## config.mk

```make
export PLATFORM = sky130hd
export DESIGN_NAME = gmii_rx_frame
export DESIGN_NICKNAME = d
export VERILOG_FILES = /design/src/rtl/eth_pkg.sv /design/src/rtl/crc32_d8.sv /design/src/rtl/gmii_rx_frame.sv
export SDC_FILE = /design/constraint.sdc
export NUM_CORES = 1
export LEC_CHECK = 0
export ABC_AREA = 0
export CAP_MARGIN = 15
export CORE_ASPECT_RATIO = 2
export CORE_MARGIN = 1
export CORE_UTILIZATION = 35
export DETAILED_ROUTE_END_ITERATION = 8
export RECOVER_POWER = 50
export SYNTH_ARGS = -nofsm -noshare
export SYNTH_HDL_FRONTEND = slang
export SYNTH_SLANG_ARGS = --single-unit
```

## constraint.sdc

```tcl
create_clock -name gmii_rx_clk -period 2.9 [get_ports gmii_rx_clk]
set_input_delay 0.58 -clock gmii_rx_clk [delete_from_list [all_inputs] [get_ports gmii_rx_clk]]
set_output_delay 0.58 -clock gmii_rx_clk [all_outputs]
set_load 0.005 [all_outputs]
```

## src/rtl/eth_pkg.sv

```systemverilog
// Ethernet receive constants and FSM state type shared by the RX framer and CRC logic.
package eth_pkg;

   localparam logic [7:0]  ETH_PREAMBLE  = 8'h55;
   localparam logic [7:0]  ETH_SFD       = 8'hD5;
   localparam logic [31:0] CRC32_POLY    = 32'hEDB88320;
   localparam logic [31:0] CRC32_INIT    = 32'hFFFFFFFF;
   localparam logic [31:0] CRC32_RESIDUE = 32'hDEBB20E3;

   typedef enum logic [1:0] {
      ST_IDLE     = 2'd0,
      ST_PREAMBLE = 2'd1,
      ST_DATA     = 2'd2,
      ST_DROP     = 2'd3
   } rx_state_t;

endpackage

```

## src/rtl/crc32_d8.sv

```systemverilog
// Byte-wide CRC-32 step: reflected polynomial, data consumed LSB first.
// Purely combinational so the TX FCS inserter can reuse it unchanged.
module crc32_d8
   import eth_pkg::*;
(
   input  logic [31:0] i_crc,
   input  logic [7:0]  i_data,
   output logic [31:0] o_crc
);

   // Eight serial LFSR steps unrolled into one combinational cloud.
   always_comb begin
      o_crc = i_crc;
      for (int i = 0; i < 8; i++) begin
         if (o_crc[0] ^ i_data[i]) begin
            o_crc = (o_crc >> 1) ^ CRC32_POLY;
         end else begin
            o_crc = o_crc >> 1;
         end
      end
   end

endmodule

```

## src/rtl/gmii_rx_frame.sv

```systemverilog
// GMII receive framer: validates and strips preamble/SFD, checks CRC-32 and
// strips the FCS using a 5-byte delay line, flags oversize and runt frames.
//
//   state       | meaning
//   ------------+-----------------------------------------------------------
//   ST_IDLE     | between frames, waiting for dv with a preamble byte
//   ST_PREAMBLE | counting 0x55 bytes, waiting for SFD
//   ST_DATA     | post-SFD bytes: delay line, CRC, byte count
//   ST_DROP     | bad preamble or oversize, ignore bytes until dv falls
module gmii_rx_frame
   import eth_pkg::*;
#(
   parameter int MAX_FRAME    = 1522,
   parameter int MIN_PREAMBLE = 1
) (
   input  logic       gmii_rx_clk,
   input  logic       rst,
   input  logic       gmii_rx_dv,
   input  logic [7:0] gmii_rxd,
   output logic       m_valid,
   output logic [7:0] m_data,
   output logic       m_sof,
   output logic       m_eof,
   output logic       m_err,
   output logic       frame_ok,
   output logic       frame_err
);

   localparam logic [15:0] LP_MAX_FRAME = 16'(MAX_FRAME);
   localparam logic [3:0]  LP_MIN_PRE   = 4'(MIN_PREAMBLE);
   localparam logic [15:0] LP_DLY_DEPTH = 16'd5;

   rx_state_t   r_state;
   rx_state_t   w_state_nxt;
   logic [3:0]  r_pre_cnt;
   logic [15:0] r_byte_cnt;
   logic [31:0] r_crc;
   logic [7:0]  r_dly [0:4];
   logic        r_sof_pend;

   logic [31:0] w_crc_nxt;
   logic        w_sfd;
   logic        w_oversize;
   logic        w_data_in;
   logic        w_end;
   logic        w_full;
   logic        w_crc_good;

   logic        w_valid_nxt;
   logic [7:0]  w_data_nxt;
   logic        w_sof_nxt;
   logic        w_eof_nxt;
   logic        w_err_nxt;
   logic        w_ok_nxt;
   logic        w_ferr_nxt;

   crc32_d8 u_crc (
      .i_crc  (r_crc),
      .i_data (gmii_rxd),
      .o_crc  (w_crc_nxt)
   );

   // Per-cycle frame events decoded from state and the incoming byte.
   always_comb begin
      w_sfd      = (r_state == ST_PREAMBLE) && gmii_rx_dv && (gmii_rxd == ETH_SFD)
                   && (r_pre_cnt >= LP_MIN_PRE);
      w_oversize = (r_state == ST_DATA) && gmii_rx_dv && (r_byte_cnt >= LP_MAX_FRAME);
      w_data_in  = (r_state == ST_DATA) && gmii_rx_dv && !w_oversize;
      w_end      = (r_state == ST_DATA) && !gmii_rx_dv;
      w_full     = (r_byte_cnt >= LP_DLY_DEPTH);
      w_crc_good = (r_crc == CRC32_RESIDUE);
   end

   // State register.
   always_ff @(posedge gmii_rx_clk) begin
      if (rst) begin
         r_state <= ST_IDLE;
      end else begin
         r_state <= w_state_nxt;
      end
   end

   // Next-state logic.
   always_comb begin
      w_state_nxt = r_state;
      case (r_state)
         ST_IDLE: begin
            if (gmii_rx_dv) begin
               w_state_nxt = (gmii_rxd == ETH_PREAMBLE) ? ST_PREAMBLE : ST_DROP;
            end
         end
         ST_PREAMBLE: begin
            if (!gmii_rx_dv) begin
               w_state_nxt = ST_IDLE;
            end else if (gmii_rxd == ETH_PREAMBLE) begin
               w_state_nxt = ST_PREAMBLE;
            end else if (w_sfd) begin
               w_state_nxt = ST_DATA;
            end else begin
               w_state_nxt = ST_DROP;
            end
         end
         ST_DATA: begin
            if (!gmii_rx_dv) begin
               w_state_nxt = ST_IDLE;
            end else if (w_oversize) begin
               w_state_nxt = ST_DROP;
            end
         end
         ST_DROP: begin
            if (!gmii_rx_dv) begin
               w_state_nxt = ST_IDLE;
            end
         end
         default: w_state_nxt = ST_IDLE;
      endcase
   end

   // Output decode; every output is registered so data lags the delay line by one cycle.
   always_comb begin
      w_valid_nxt = w_full && (w_data_in || w_end || w_oversize);
      w_data_nxt  = w_valid_nxt ? r_dly[4] : m_data;
      w_sof_nxt   = w_valid_nxt && r_sof_pend;
      w_eof_nxt   = w_full && (w_end || w_oversize);
      w_err_nxt   = w_full && (w_oversize || (w_end && !w_crc_good));
      w_ok_nxt    = w_full && w_end && w_crc_good;
      w_ferr_nxt  = w_oversize || (w_end && (!w_full || !w_crc_good));
   end

   // Output registers.
   always_ff @(posedge gmii_rx_clk) begin
      if (rst) begin
         m_valid   <= 1'b0;
         m_data    <= 8'h00;
         m_sof     <= 1'b0;
         m_eof     <= 1'b0;
         m_err     <= 1'b0;
         frame_ok  <= 1'b0;
         frame_err <= 1'b0;
      end else begin
         m_valid   <= w_valid_nxt;
         m_data    <= w_data_nxt;
         m_sof     <= w_sof_nxt;
         m_eof     <= w_eof_nxt;
         m_err     <= w_err_nxt;
         frame_ok  <= w_ok_nxt;
         frame_err <= w_ferr_nxt;
      end
   end

   // Datapath: preamble count, delay line, CRC accumulation and byte count.
   always_ff @(posedge gmii_rx_clk) begin
      if (rst) begin
         r_pre_cnt  <= 4'd0;
         r_byte_cnt <= 16'd0;
         r_crc      <= CRC32_INIT;
         r_sof_pend <= 1'b0;
         for (int i = 0; i < 5; i++) begin
            r_dly[i] <= 8'h00;
         end
      end else begin
         if ((r_state == ST_IDLE) && gmii_rx_dv && (gmii_rxd == ETH_PREAMBLE)) begin
            r_pre_cnt <= 4'd1;
         end else if ((r_state == ST_PREAMBLE) && gmii_rx_dv && (gmii_rxd == ETH_PREAMBLE)
                      && (r_pre_cnt != 4'hF)) begin
            r_pre_cnt <= r_pre_cnt + 4'd1;
         end

         if (w_sfd) begin
            r_crc      <= CRC32_INIT;
            r_byte_cnt <= 16'd0;
            r_sof_pend <= 1'b1;
         end else if (w_data_in) begin
            r_crc    <= w_crc_nxt;
            r_dly[0] <= gmii_rxd;
            for (int i = 1; i < 5; i++) begin
               r_dly[i] <= r_dly[i-1];
            end
            if (r_byte_cnt != 16'hFFFF) begin
               r_byte_cnt <= r_byte_cnt + 16'd1;
            end
         end

         // SOF belongs to the first byte leaving the delay line only.
         if (w_valid_nxt) begin
            r_sof_pend <= 1'b0;
         end
      end
   end

endmodule

```

==> reports/qor.csv <==
stage,metric,value,unit
worst_setup_path,worst-path fanout max,48,
power_and_ir_drop,switching share of total power,0.261,
clock_network,H-tree depth,3,
power_and_ir_drop,Gate power share,0.158,
power_and_ir_drop,sequential share of power,0.479,
detailed_routing,initial DRC count,120,
yosys,Synth Area per Inst,11.0,um2
placement,Final GP Congestion,0.852,
power_and_ir_drop,P_int,2590,uW
floorplan,DIE AREA,14500,um2
sta,Hold WS,0.459,ns
placement,port bufs,24,
floorplan,I/O pins,25,
finish,net count reported at finish,512,
grt,grt ovf,0,
grt,initial antenna violation count,0,
yosys,Post-synth EDFFs,40,
sta,RSZ-0062 raised after global routing,false,
power_and_ir_drop,Lkg Pwr,0.00226,uW
power_and_ir_drop,total chip power,3510,uW
finish,"most common cell after layout, fill and taps aside",dfxtp_1,
detailed_routing,Vias,3346,
detailed_routing,routed wire length,10500,um
clock_network,Num CTS Buffers,9,
detailed_routing,drc violations,0,
worst_setup_path,Worst path max stage delay,0.40,ns
worst_setup_path,CP max stage cell,or4_4,
clock_network,"Reg clk slew, reported paths",0.08,ns
yosys,synth warn,0,
detailed_routing,M1 WL,3810,um
yosys,net count after synthesis,465,
worst_setup_path,critical path required time,2.95,ns
clock_network,Setup Buffers After CTS,0,
detailed_routing,post-route ant nets,0,
detailed_routing,metal3 WL,215,um
sta,Tmin final,2.48,ns
grt,largest net degree at the start of global routing,49,
grt,number of global-route vias before repair,3406,
placement,post-DP HPWL,7670,um
yosys,Synth Register Bits,109,
yosys,Cell variety after synth,51,
clock_network,CTS Buffer Depth,2,
floorplan,Initial Util,0.362,
clock_network,CTS tree,yes,
detailed_routing,wire per inst,15.3,um
sta,final hold vios,0,
clock_network,Root Buffer,clkbuf_16,
clock_network,clock sink count,109,
worst_setup_path,Startpoint Class,flip-flop,
worst_setup_path,Crit. End Element,flip-flop,
sta,max-slew violation count,0,
sta,Fin Setup TNS,0,ns
yosys,Post-Syn Area,4910,um2
sta,fin crit share,0.854,
grt,global-route wire length before repair,16900,um
clock_network,CTS Hold Bufs,0,
worst_setup_path,worst setup path class,reg -> reg,
floorplan,Rows,60,
clock_network,Post-CTS Resized,0,
yosys,sequential-to-total area share from yosys stat,0.526,
sta,Slew HR,0.462,
finish,Area Growth Syn to Fin,19.0,%
detailed_routing,via-per-instance ratio,4.88,
sta,Worst Max-Slew Pin Slew,0.802,ns
floorplan,Die Y,170,um
worst_setup_path,critical path's top delay family,simple AND/OR/NAND/NOR gates,
worst_setup_path,crit path cell chain,"inv_1, ha_1, or4_4, nand4_1, nand3_1, buf_4, nand2b_2, buf_12",
floorplan,Core ar.,13600,um2
power_and_ir_drop,fraction of power consumed by the clock network,0.363,
yosys,Gate Count Post-Synth,447,
detailed_routing,Pre-antenna DRT Iters,4,
job,Max-Cap Viols,0,
finish,"commonest cells after routing, fill and taps aside","69 x dfxtp_1, 46 x and2_1, 45 x xnor2_1",
finish,diodes inserted,0,
sta,final setup fails,0,
finish,ratio of cells with drive above 1 in the final layout,0.112,
power_and_ir_drop,Peak supply drop,260,uV
worst_hold_path,HP Class,reg -> reg,
sta,Setup Skew,0.0100,ns
detailed_routing,highest metal used,met4,
clock_network,latest clock arrival within the worst-skew pair,0.35,ns
floorplan,chip width,85.8,um
detailed_routing,met2 WL post-DR,5730,um
worst_setup_path,"Buf+Inv Stages, Crit Path",3,
yosys,fraction of registers with async set/reset,0,
run_status,status,"finished, final reports clean",
finish,final core utilization,0.430,
yosys,Main synth FF type,dfxtp_1,
sta,fmax,404,MHz
power_and_ir_drop,NetSw,918,uW
grt,Total GRT Usage,0.155,
power_and_ir_drop,Cell Pwr Density,600,nW/um2
worst_setup_path,Arrival @ worst endpoint,2.53,ns
-- worst register-to-register path, stage by stage (launching register included) --
cell      delay (ns)
dfxtp_1         0.33
inv_1           0.06
ha_1            0.20
or4_4           0.40
nand4_1         0.18
nand3_1         0.12
buf_4           0.30
nand2b_2        0.33
buf_12          0.24
-- layout make-up --
class	instances	area, um2
repair buffers	54	473
clock inverters	7	90.1
well taps	186	233
inverters	10	37.5
clock buffers	9	225
multi-input cells	310	2210
fillers	1327	7740
flip-flops and latches	109	2580
-- layer usage --
metal,global-route usage,vias to the layer above
met3,0.0263,32
met5,0,-
met1,0.149,1595
li1,-,1660
met2,0.286,59
met4,0.120,0
-- synth_stat cells, types with 3 or more instances --
| cell type | count | share of area |
|---|---|---|
| and3_1 | 5 | 0.0064 |
| xor2_1 | 18 | 0.032 |
| o21a_1 | 3 | 0.0046 |
| nand2_1 | 33 | 0.025 |
| nand4_1 | 8 | 0.010 |
| edfxtp_1 | 40 | 0.24 |
| and2_1 | 48 | 0.061 |
| a22o_1 | 8 | 0.014 |
| o21ai_0 | 9 | 0.0092 |
| nand3_1 | 12 | 0.012 |
| nor3_1 | 5 | 0.0051 |
| ha_1 | 7 | 0.018 |
| nor2_1 | 14 | 0.011 |
| dfxtp_1 | 69 | 0.28 |
| xnor2_2 | 7 | 0.023 |
| or4_1 | 5 | 0.0076 |
| and3b_1 | 3 | 0.0053 |
| nor4_1 | 4 | 0.0051 |
| xnor2_1 | 45 | 0.080 |
| o211ai_1 | 12 | 0.018 |
| nand2b_1 | 4 | 0.0051 |
| a21oi_1 | 23 | 0.023 |
| inv_1 | 9 | 0.0069 |
| clkbuf_1 | 16 | 0.012 |
| o31ai_1 | 5 | 0.0076 |
-- kinds of logic (layout without fill, tap and decap cells) --
family	Yosys count	after routing	share of synthesized area
adders and majority gates	7	7	0.0178
muxes	2	2	0.00407
buffers and inverters	28	80	0.0232
xor gates and xnor gates	73	73	0.151
AOI/OAI and AO/OA	68	68	0.0904
and+or+nand+nor	160	160	0.188
DFF	109	109	0.526
-- registers in the layout, indices dropped and copies added (netlist names) --
| signal | flops |
|---|---|
| frame_ok | 1 |
| m_valid | 1 |
| r_crc | 32 |
| r_state | 2 |
| m_err | 1 |
| frame_err | 1 |
| m_eof | 1 |
| r_sof_pend | 1 |
| r_dly | 40 |
| r_byte_cnt | 16 |
| r_pre_cnt | 4 |
| m_sof | 1 |
| m_data | 8 |
-- path summary, 6_finish.rpt --
check                start          end  slack (ns)  cells past startpoint
max          r_byte_cnt[0]  r_dly[1][5]        0.42                      8
min reg2reg    r_dly[4][5]    m_data[5]        0.46                      1
max reg2reg  r_byte_cnt[0]  r_dly[1][5]        0.42                      8
min            r_dly[4][5]    m_data[5]        0.46                      1
-- power by group through the flow --
stage / clock network, uW / registers, uW / logic [uW]
after floorplan: 0 / 1700 / 393
after global placement: 0 / 1720 / 550
after detailed placement: 0 / 1720 / 553
after CTS: 1310 / 1680 / 558
after global routing: 1370 / 1690 / 596
final: 1280 / 1680 / 554
-- per-stage QoR --
stage	worst slack, ns	area [um2]	std cells
after detailed placement	-0.0548	5550	668
after CTS	0.243	5860	684
after global placement	-0.0239	5550	668
after floorplan	0.370	4920	447
after global routing	0.252	5850	685
final	0.424	5850	685
Note: power is estimated with default switching activity, not from simulation.
